`src/rtl/clahe_pkg.sv`:
```
// Shared CLAHE types and size helpers.
// Used by the tile LUT engine and the interpolation mapper.
package clahe_pkg;

    typedef enum logic [2:0] {
        ST_CLEAR,
        ST_IDLE,
        ST_ACCUM,
        ST_CLIP,
        ST_EMIT
    } state_t;

    function automatic int bins_of(input int pixel_w);
        return 1 << pixel_w;
    endfunction

    function automatic int tile_pix_of(input int tile_w, input int tile_h);
        return tile_w * tile_h;
    endfunction

    function automatic int cnt_w_of(input int tile_pix);
        return $clog2(tile_pix) + 1;
    endfunction

endpackage

```
`src/rtl/clahe_hist_ram.sv`:
```
// Histogram storage: simple dual-port RAM, registered write,
// synchronous read with one cycle of latency, array not reset.
module clahe_hist_ram
    import clahe_pkg::*;
#(
    parameter int DEPTH = 256,
    parameter int AW    = 8,
    parameter int DW    = 11
) (
    input  logic          clk,
    input  logic          we,
    input  logic [AW-1:0] waddr,
    input  logic [DW-1:0] wdata,
    input  logic [AW-1:0] raddr,
    output logic [DW-1:0] rdata
);

    logic [DW-1:0] mem [DEPTH];

    always_ff @(posedge clk) begin
        if (we) mem[waddr] <= wdata;
        rdata <= mem[raddr];
    end

endmodule

```
`src/rtl/clahe_tile_lut.sv`:
```
// Per-tile CLAHE LUT engine: histogram, clip, redistribute,
// then stream the normalised CDF as a lookup table.
module clahe_tile_lut
    import clahe_pkg::*;
#(
    parameter int PIXEL_W = 8,
    parameter int TILE_W  = 32,
    parameter int TILE_H  = 32,
    parameter int CNT_W   = cnt_w_of(tile_pix_of(TILE_W, TILE_H))
) (
    input  logic               clk,
    input  logic               rst_n,
    input  logic               start,
    input  logic [CNT_W-1:0]   clip_limit,
    input  logic               in_valid,
    output logic               in_ready,
    input  logic [PIXEL_W-1:0] in_pixel,
    output logic               lut_valid,
    input  logic               lut_ready,
    output logic [PIXEL_W-1:0] lut_idx,
    output logic [PIXEL_W-1:0] lut_data,
    output logic               busy,
    output logic               tile_done
);

    localparam int BINS     = bins_of(PIXEL_W);
    localparam int TILE_PIX = tile_pix_of(TILE_W, TILE_H);
    localparam int SH       = $clog2(TILE_PIX);
    localparam int CW       = (CNT_W > PIXEL_W + 1) ? CNT_W : PIXEL_W + 1;
    localparam int PW2      = CNT_W + PIXEL_W;

    localparam logic [CW-1:0]      BINS_C  = CW'(BINS);
    localparam logic [CW-1:0]      BINS_M1 = CW'(BINS - 1);
    localparam logic [CW-1:0]      PIX_M1  = CW'(TILE_PIX - 1);
    localparam logic [PIXEL_W-1:0] IDX_END = PIXEL_W'(BINS - 1);

    if (TILE_PIX != (1 << SH)) begin : g_pow2_chk
        $error("TILE_W*TILE_H must be a power of two");
    end

    state_t state, state_nxt;

    logic [CW-1:0]      cnt;
    logic [CNT_W-1:0]   clip_q;
    logic               m_v, m_clip;
    logic [PIXEL_W-1:0] m_addr;
    logic               w_v;
    logic [PIXEL_W-1:0] w_addr;
    logic [CNT_W-1:0]   w_data;
    logic [CNT_W-1:0]   excess, perbin;
    logic [PIXEL_W-1:0] rem;
    logic               e_v;
    logic [PIXEL_W-1:0] e_idx;
    logic [CNT_W-1:0]   cdf;

    logic               we;
    logic [PIXEL_W-1:0] waddr, raddr;
    logic [CNT_W-1:0]   wdata, rdata;

    logic               acc, hs, ld, e_adv, m_over;
    logic [CNT_W-1:0]   m_old, m_new, excess_nxt, h, cdf_nxt;
    logic [PW2-1:0]     prod;

    clahe_hist_ram #(
        .DEPTH (BINS),
        .AW    (PIXEL_W),
        .DW    (CNT_W)
    ) u_ram (
        .clk   (clk),
        .we    (we),
        .waddr (waddr),
        .wdata (wdata),
        .raddr (raddr),
        .rdata (rdata)
    );

    assign in_ready = (state == ST_ACCUM);
    assign busy     = (state != ST_IDLE);
    assign acc      = in_valid && in_ready;
    assign hs       = lut_valid && lut_ready;

    // Read-modify-write stage shared by ACCUM and CLIP; the previous
    // write is forwarded because the RAM read misses it by one cycle.
    assign m_old  = (w_v && w_addr == m_addr) ? w_data : rdata;
    assign m_over = (clip_q != '0) && (m_old > clip_q);
    assign m_new  = m_clip ? (m_over ? clip_q : m_old)
                           : m_old + CNT_W'(1);
    assign excess_nxt = excess +
        ((m_v && m_clip && m_over) ? m_old - clip_q : '0);

    assign ld    = e_v && (!lut_valid || lut_ready);
    assign e_adv = (state == ST_EMIT) && (!e_v || ld) && (cnt < BINS_C);
    assign h       = rdata + perbin + CNT_W'(e_idx < rem);
    assign cdf_nxt = cdf + h;
    assign prod    = PW2'(cdf_nxt) * PW2'(BINS - 1);

    always_comb begin
        we    = 1'b0;
        waddr = m_addr;
        wdata = m_new;
        raddr = in_pixel;
        unique case (state)
            ST_CLEAR: begin
                we    = 1'b1;
                waddr = cnt[PIXEL_W-1:0];
                wdata = '0;
            end
            ST_CLIP: raddr = cnt[PIXEL_W-1:0];
            ST_EMIT: begin
                we    = hs;
                waddr = lut_idx;
                wdata = '0;
                raddr = e_adv ? cnt[PIXEL_W-1:0] : e_idx;
            end
            default: ;
        endcase
        if (m_v) begin
            we    = 1'b1;
            waddr = m_addr;
            wdata = m_new;
        end
    end

    always_comb begin
        state_nxt = state;
        unique case (state)
            ST_CLEAR: if (cnt == BINS_M1) state_nxt = ST_IDLE;
            ST_IDLE:  if (start) state_nxt = ST_ACCUM;
            ST_ACCUM: if (acc && cnt == PIX_M1) state_nxt = ST_CLIP;
            ST_CLIP:  if (cnt == BINS_C) state_nxt = ST_EMIT;
            ST_EMIT:  if (hs && lut_idx == IDX_END) state_nxt = ST_IDLE;
            default:  state_nxt = ST_CLEAR;
        endcase
    end

    always_ff @(posedge clk or negedge rst_n) begin
        if (!rst_n) state <= ST_CLEAR;
        else        state <= state_nxt;
    end

    always_ff @(posedge clk or negedge rst_n) begin
        if (!rst_n) begin
            cnt       <= '0;
            clip_q    <= '0;
            m_v       <= 1'b0;
            m_clip    <= 1'b0;
            m_addr    <= '0;
            w_v       <= 1'b0;
            w_addr    <= '0;
            w_data    <= '0;
            excess    <= '0;
            perbin    <= '0;
            rem       <= '0;
            e_v       <= 1'b0;
            e_idx     <= '0;
            cdf       <= '0;
            lut_valid <= 1'b0;
            lut_idx   <= '0;
            lut_data  <= '0;
            tile_done <= 1'b0;
        end else begin
            w_v       <= m_v;
            w_addr    <= m_addr;
            w_data    <= m_new;
            m_v       <= 1'b0;
            tile_done <= 1'b0;
            unique case (state)
                ST_CLEAR: begin
                    cnt <= (state_nxt == ST_IDLE) ? '0 : cnt + 1'b1;
                end
                ST_IDLE: begin
                    cnt <= '0;
                    if (start) begin
                        clip_q <= clip_limit;
                        excess <= '0;
                    end
                end
                ST_ACCUM: begin
                    m_v    <= acc;
                    m_clip <= 1'b0;
                    m_addr <= in_pixel;
                    if (acc) cnt <= (state_nxt == ST_CLIP) ? '0 : cnt + 1'b1;
                end
                ST_CLIP: begin
                    m_v    <= (cnt < BINS_C);
                    m_clip <= 1'b1;
                    m_addr <= cnt[PIXEL_W-1:0];
                    excess <= excess_nxt;
                    cnt    <= cnt + 1'b1;
                    if (state_nxt == ST_EMIT) begin
                        perbin <= excess_nxt >> PIXEL_W;
                        rem    <= excess_nxt[PIXEL_W-1:0];
                        cnt    <= '0;
                        cdf    <= '0;
                        e_v    <= 1'b0;
                    end
                end
                ST_EMIT: begin
                    if (e_adv) begin
                        e_v   <= 1'b1;
                        e_idx <= cnt[PIXEL_W-1:0];
                        cnt   <= cnt + 1'b1;
                    end else if (ld) begin
                        e_v <= 1'b0;
                    end
                    if (ld) begin
                        lut_valid <= 1'b1;
                        lut_idx   <= e_idx;
                        lut_data  <= PIXEL_W'(prod >> SH);
                        cdf       <= cdf_nxt;
                    end else if (hs) begin
                        lut_valid <= 1'b0;
                    end
                    if (state_nxt == ST_IDLE) tile_done <= 1'b1;
                end
                default: ;
            endcase
        end
    end

endmodule

```
`config.mk`:
```
export PLATFORM = sky130hd
export DESIGN_NAME = clahe_tile_lut
export DESIGN_NICKNAME = d
export VERILOG_FILES = /design/src/rtl/clahe_pkg.sv /design/src/rtl/clahe_hist_ram.sv /design/src/rtl/clahe_tile_lut.sv
export SDC_FILE = /design/constraint.sdc
export NUM_CORES = 2
export LEC_CHECK = 0
export CAP_MARGIN = 20
export CELL_PAD_IN_SITES_DETAIL_PLACEMENT = 2
export CELL_PAD_IN_SITES_GLOBAL_PLACEMENT = 2
export CORE_UTILIZATION = 50
export CTS_BUF_LIST = sky130_fd_sc_hd__clkbuf_2 sky130_fd_sc_hd__clkbuf_4 sky130_fd_sc_hd__clkbuf_8
export CTS_CLUSTER_DIAMETER = 50
export CTS_CLUSTER_SIZE = 8
export DETAILED_ROUTE_END_ITERATION = 8
export PLACE_DENSITY_LB_ADDON = 0.05
export REMOVE_ABC_BUFFERS = 1
export SYNTH_ARGS = -nofsm -noshare
export SYNTH_HDL_FRONTEND = slang
export SYNTH_SLANG_ARGS = --single-unit
```
`constraint.sdc`:
```
create_clock -name clk -period 21.8 [get_ports clk]
set_input_delay 3.27 -clock clk [delete_from_list [all_inputs] [get_ports clk]]
set_output_delay 3.27 -clock clk [all_outputs]
set_load 0.01 [all_outputs]
```
; Word-level counts from Yosys, hierarchy flattened
; Memories as Yosys holds them, arrays and structs flattened. A register that Yosys moved wholly into a read port is not among the register bits.
; Cells that the tools add are included.
[word_totals]
output_inout_bits = 20
elab_cells = 123
ff_bits = 115
input_bits = 24
mem_bits_rw = 2816
memories = 1
[mem_list]
columns = name, words, word_bits, rd, rd_clocked_by_memory_dff, wr, line_no
row1 = u_ram.mem, 256, 11, 1, 1, 1, clahe_hist_ram.sv:18  ; logic [DW-1:0] mem [DEPTH];
[op_classes]
n_reduce_logical = 31
n_addsub = 7
n_mul = 1
n_eq_ne = 19
muxes = 42
n_lt_le_gt_ge = 3
[ops]
columns = operator, count
row1 = two-way mux 11 bit, 14
row2 = case mux 11 bit (5 select lines), 1
row3 = case mux 8 bit (2 select lines), 3
row4 = case mux 11 bit (2 select lines), 2
row5 = adder 11 x 1 -> 11 bit (second input constant), 2
row6 = adder 11 bit, 2
row7 = multiplier 11 x 8 -> 18 bit (second input constant), 1
row8 = two-way mux 8 bit, 2
row9 = two-way mux 3 bit, 5
row10 = case mux 3 bit (5 select lines), 1
row11 = adder 11 x 1 -> 11 bit, 1
row12 = adder 11 x 3 -> 11 bit, 1
row13 = == test 11 x 10 -> 1 bit (second input constant), 1
row14 = == test 11 x 8 -> 1 bit (second input constant), 1
row15 = == test 11 x 9 -> 1 bit (second input constant), 1
row16 = greater-than comparator 11 bit, 1
row17 = logical AND 1 bit, 11
row18 = less-than comparator 11 x 9 -> 1 bit (second input constant), 1
row19 = nonzero test 11 bit, 1
row20 = subtractor 11 bit, 1
row21 = two-way mux 1 bit, 10
row22 = AND reduction 2 bit, 5
row23 = == test 3 x 2 -> 1 bit (second input constant), 3
row24 = AND reduction 3 bit, 3
row25 = 16 further kinds, 29

; Depth between registers and ports, before layout
[depth]
word_depth = 9
mapped_depth = 39
ltp_nobuf = 39

; Modules after synthesis
; Synthesis repeated with hierarchy kept, for this count alone.
[hier_totals]
cells_unflattened = 6051
area_unflattened_um2 = 118103.3
[modules_own_cells]
columns = module, area_each_um2, seq_area_each_um2, n_inst, cells_per_inst
row1 = clahe_hist_ram, 108713.0, 84781.3, 1, 4999
row2 = clahe_tile_lut, 9390.3, 2877.8, 1, 1052

; Worst setup path before layout
; No wires, ideal clock.
[synth_path]
path_kind = register -> register
start = register m_addr[3]
end = memory u_ram.mem[0][10] (data pin)
setup_time_ns = 1.577
path_stages_with_launch = 16
t_required_ns = 20.223
path_buffers = 2
slack_ns = 9.603
arrival_ns = 10.620
synth_period_minus_slack_ns = 12.197
cell_sequence = dfrtp_1 > xnor2_1 > nand3_1 > nor3_1 > clkbuf_1 > mux2i_1 > inv_1 > ha_1 > a21boi_0 > o21a_1 > o21ai_0 > a21oi_1 > o21ai_1 > clkbuf_1 > o211ai_1 > a21oi_1
[synth_via]
elab_chain_len = 9
elab_cells_between_ends = 10
cone_classes = add/sub (1) / order compare (1) / eq/ne (1) / mux (5) / reduce/logical (2)
[synth_rtl]
columns = item, line_no
row1 = from (decl), clahe_tile_lut.sv:46  ; logic [PIXEL_W-1:0] m_addr;
row2 = from (signal assigned), clahe_tile_lut.sv:181  ; m_addr <= in_pixel;
row3 = from (signal assigned), clahe_tile_lut.sv:187  ; m_addr <= cnt[PIXEL_W-1:0];
row4 = == test 8 bit (*), clahe_tile_lut.sv:84  ; assign m_old = (w_v && w_addr == m_addr) ? w_data : rdata;
row5 = logical AND 1 bit (*), clahe_tile_lut.sv:84
row6 = two-way mux 11 bit (*), clahe_tile_lut.sv:84
row7 = greater-than comparator 11 bit, clahe_tile_lut.sv:85  ; assign m_over = (clip_q != '0) && (m_old > clip_q);
row8 = logical AND 1 bit, clahe_tile_lut.sv:85
row9 = two-way mux 11 bit, clahe_tile_lut.sv:86  ; assign m_new = m_clip ? (m_over ? clip_q : m_old)
row10 = two-way mux 11 bit (*), clahe_tile_lut.sv:86
row11 = two-way mux 11 bit, clahe_tile_lut.sv:102  ; unique case (state)
row12 = two-way mux 11 bit (*), clahe_tile_lut.sv:117  ; if (m_v) begin
row13 = net u_ram.wdata[10], clahe_hist_ram.sv:13  ; input logic [DW-1:0] wdata,
row14 = to (decl), clahe_hist_ram.sv:18
; Mark *: on every way through the listed nets, which the timed path passes. The rest lies on a longest branch.

; Final worst setup path
[layout_path]
start = input lut_ready
end = register u_ram.rdata[3], read port of u_ram.mem
[layout_via]
elab_chain_len = 7
[layout_rtl]
columns = item, line_no
row1 = from (decl), clahe_tile_lut.sv:19  ; input logic lut_ready,
row2 = logical OR 1 bit, clahe_tile_lut.sv:91  ; assign ld = e_v && (!lut_valid || lut_ready);
row3 = logical AND 1 bit, clahe_tile_lut.sv:91
row4 = logical OR 1 bit, clahe_tile_lut.sv:92  ; assign e_adv = (state == ST_EMIT) && (!e_v || ld) && (cnt < BINS_C);
row5 = logical AND 1 bit (2 in series), clahe_tile_lut.sv:92
row6 = two-way mux 8 bit, --
row7 = case mux 8 bit (2 select lines), clahe_tile_lut.sv:102
row8 = to (decl), clahe_hist_ram.sv:15  ; output logic [DW-1:0] rdata
; Every way passes these cells.
; A chain may end at the register's enable or synchronous reset.

==> metrics.yaml <==
global_route:
  grt_max_degree: 201
  grt_overflow_total: 0
  globalRouteTotalUtil_pct: 39.72
  grt_pass1_vias: 79996
  grt_pass1_wl_um: 661400
  antenna_found_initial: 46
job:
  maxCapViolations: 0
placement:
  port_buffers: 43
  placed_cell_area_um2: 124500
  place_congestion: 0.8495
  dp_hpwl_um: 281200
power:
  peakVddDrop_v: 0.002366
  internal-power_mw: 13.34
  p_leak_nw: 44.67
  power_frac_comb_pct: 53.0
  p_sw_share_pct: 41.90
  pwr-share-clk_pct: 19.3
  power_density_nw_per_um2: 173.3
  p_sw_mw: 9.621
  seq_power_share_pct: 27.7
detailed_routing:
  drt_first_pass_iters: 5
  top_layer: "met5"
  vias: 76667
  wl_per_cell_um: 45.75
  wl_met1_um: 170400
  ant_nets: 0
  via_per_inst: 7.121
  routed-wl-met2_um: 235100
  wl_um: 492500
  drt_iter0_drc: 10611
  wl_met3_um: 51170
  drc: 0
setup_path:
  slowest_delay_ns: 1.07
  crit_family: "compound AO/OA/AOI/OAI gates"
  cp_max_fo: 41
  arrival_ns: 10.05
  critPathKind: "in -> reg"
  end_kind: "flip-flop"
  critical_path.n_buffers_inverters: 4
  path_cells: "clkdlybuf4s50_1 -> and3b_1 -> o21ai_0 -> o221a_4 -> buf_4 -> buf_4 -> buf_4 -> mux4_2 -> o22ai_1 -> nor2_1 -> nand4_1 -> o21ai_0 -> a211oi_1 -> a211oi_1"
  crit_top_cell: "buf_4"
  slowest_stage: "a211oi_1"
  cp.required_ns: 22.75
  worst_setup_path_start_kind: "primary input"
yosys:
  yosysWarningCount: 0
  async_flop_share_pct: 3.909
  postSynthCellCount: 6916
  yosysSeqAreaShare_pct: 73.62
  ys_types: 88
  ys.flop_type: "edfxtp_1"
  synth_top_area_share_pct: 71.02
  synth_top_cell_by_area: "edfxtp_1"
  synth.most_common_cell: "edfxtp_1"
  ys_ff_latch: 2942
  syn_area_um2: 119100
  synth_area_per_cell_um2: 17.22
  synth-edff-count: 2816
  synthTopCellsByArea: "edfxtp_1 (71%), mux4_2 (8.7%), nand2_1 (2.7%)"
  ys_top_cells_by_count: "edfxtp_1 (2816), nand2_1 (859), mux4_2 (461)"
sta:
  slew_viol_final: 0
  tightest_slew_ns: 1.410
  min_period_ns: 9.102
  clock_skew_ns: 0.09739
  whs_ns: 0.4811
  finalSetupViolCount: 0
  hold_viol: 0
  slew_headroom_pct: 6.024
  max_freq_ghz: 0.1099
  timing.final.crit_share_pct: 41.75
  rsz0062_at_grt: "no"
  tns_ns: 0
clocking:
  clk_pin_slew_worst_paths_ns: 0.08
  clockRootBuffer: "clkbuf_8"
  cts_sinks: 2942
  cts_made_buffers: 432
  cts-resized-gates: 0
  cts_buffer_depth: 4
  postCtsHoldBufs: 0
  cts_tree: "built"
  cts_max_level: 5
  clk_latency_ns: 1.15
  cts_setup_buffers: 0
cells_and_area:
  drive_gt1_share_pct: 20.99
  fill_cells: 20148
  area_delta_synth_final_pct: 11.24
  finalNetCount: 7583
  fin_area_um2: 132500
hold_path:
  hold_path_class: "reg -> reg"
floorplanning:
  die_width_um: 490.0
  die_area_um2: 240100
  die_h_um: 490.0
  start_util_pct: 50.44
  ios: 44
  num_rows: 178
  coreArea_um2: 236100
outcome:
  status: "complete, no violations"
==> worst register-to-register path: cells and delay by family (launching register included) <==
family	cells	cell delay, ns
fa+ha+maj	7	2.80
buf+inv	3	0.16
xor+xnor	3	1.08
simple gates	8	1.12
compound gates	14	2.76
flops	1	0.52
==> layout by cell type (no fill, tap or decap), types with 23 or more instances in the layout <==
cell             instances
a32oi_1                 75
nor2_2                  25
buf_6                   54
mux2_2                  41
clkbuf_8               438
a31oi_1                 62
mux2i_1                199
a21oi_1                185
edfxtp_1              2816
clkbuf_4               114
nand4_1                 78
nor2_1                 362
diode_2                 27
nand3_1                217
dfrtp_1                115
ha_1                    89
buf_4                  343
and3_1                  30
a22oi_1                 56
a21o_1                  23
mux4_2                 461
nand2_1                857
nor3_1                  71
o21ai_0                139
fa_1                    40
clkdlybuf4s50_1         42
inv_1                  102
o22ai_1                 82
xnor2_1                 47
nor4_1                  33
==> per-stage QoR <==
step                setup WS (ns)  utilization (%)  instances  power [mW]
floorplan                   6.149                -       6532       15.50
global placement            11.91            52.51      10042       17.66
detailed placement          11.94            52.73      10094       18.40
CTS                         13.02            55.82      10687       23.02
global route                12.56            56.08      10741       24.51
finish                      12.70            56.11      10766       22.96
==> layer usage <==
layer / up-vias / track usage (%)
li1: 28175 / -
met1: 40600 / 48.37
met2: 6194 / 64.04
met3: 1662 / 9.860
met4: 36 / 24.31
met5: - / 0
==> state kept, by name, indices dropped and copies added, names as in the netlist, 3 cells and up <==
register / flops
clip_q: 11
cdf: 11
u_ram.rdata: 11
e_idx: 8
m_addr: 8
w_addr: 8
lut_data: 8
rem: 8
perbin: 3
excess: 11
u_ram.mem: 2816
w_data: 11
state: 3
cnt: 11
lut_idx: 8
==> layout make-up <==
| cell class | count | area (um^2) | area share [%] |
|---|---|---|---|
| sequential | 2942 | 87660 | 66.18 |
| multi-input combinational | 3488 | 29020 | 21.91 |
| clock buffer | 551 | 6877 | 5.191 |
| timing repair buffer | 464 | 4099 | 3.094 |
| tap | 3150 | 3941 | 2.975 |
| clock inverter | 42 | 417.9 | 0.3155 |
| inverter | 102 | 382.9 | 0.2890 |
| antenna | 27 | 67.56 | 0.05101 |
==> path summary, 6_finish.rpt <==
kind                             endpoint  depth (start not counted)  slack [ns]         from
setup / recovery           u_ram.rdata[3]                         14       12.70    lut_ready
hold / removal                lut_data[2]                          2        0.48  lut_data[2]
setup reg to reg              lut_data[7]                         35       13.16     e_idx[1]
hold reg to reg               lut_data[2]                          2        0.48  lut_data[2]
max in group asynchronous     lut_data[0]                          2       18.06        rst_n
min in group asynchronous       excess[2]                          1        2.25        rst_n
==> power groups by stage <==
stage	logic [mW]	registers, mW	clock network (mW)
after detailed placement	11.9	6.47	0
after floorplan	9.11	6.40	0
final	12.2	6.36	4.44
after global routing	13.5	6.36	4.61
after CTS	12.3	6.36	4.39
after global placement	11.2	6.46	0
==> cell families after synthesis <==
logic type / synth area share, %
AOI/OAI and AO/OA: 4.550
xor gates and xnor gates: 0.4855
adders and majority gates: 1.608
buffers and inverters: 2.350
DFF: 73.62
muxes: 11.00
and+or+nand+nor: 6.390
Power figures use the tool's default switching activity.
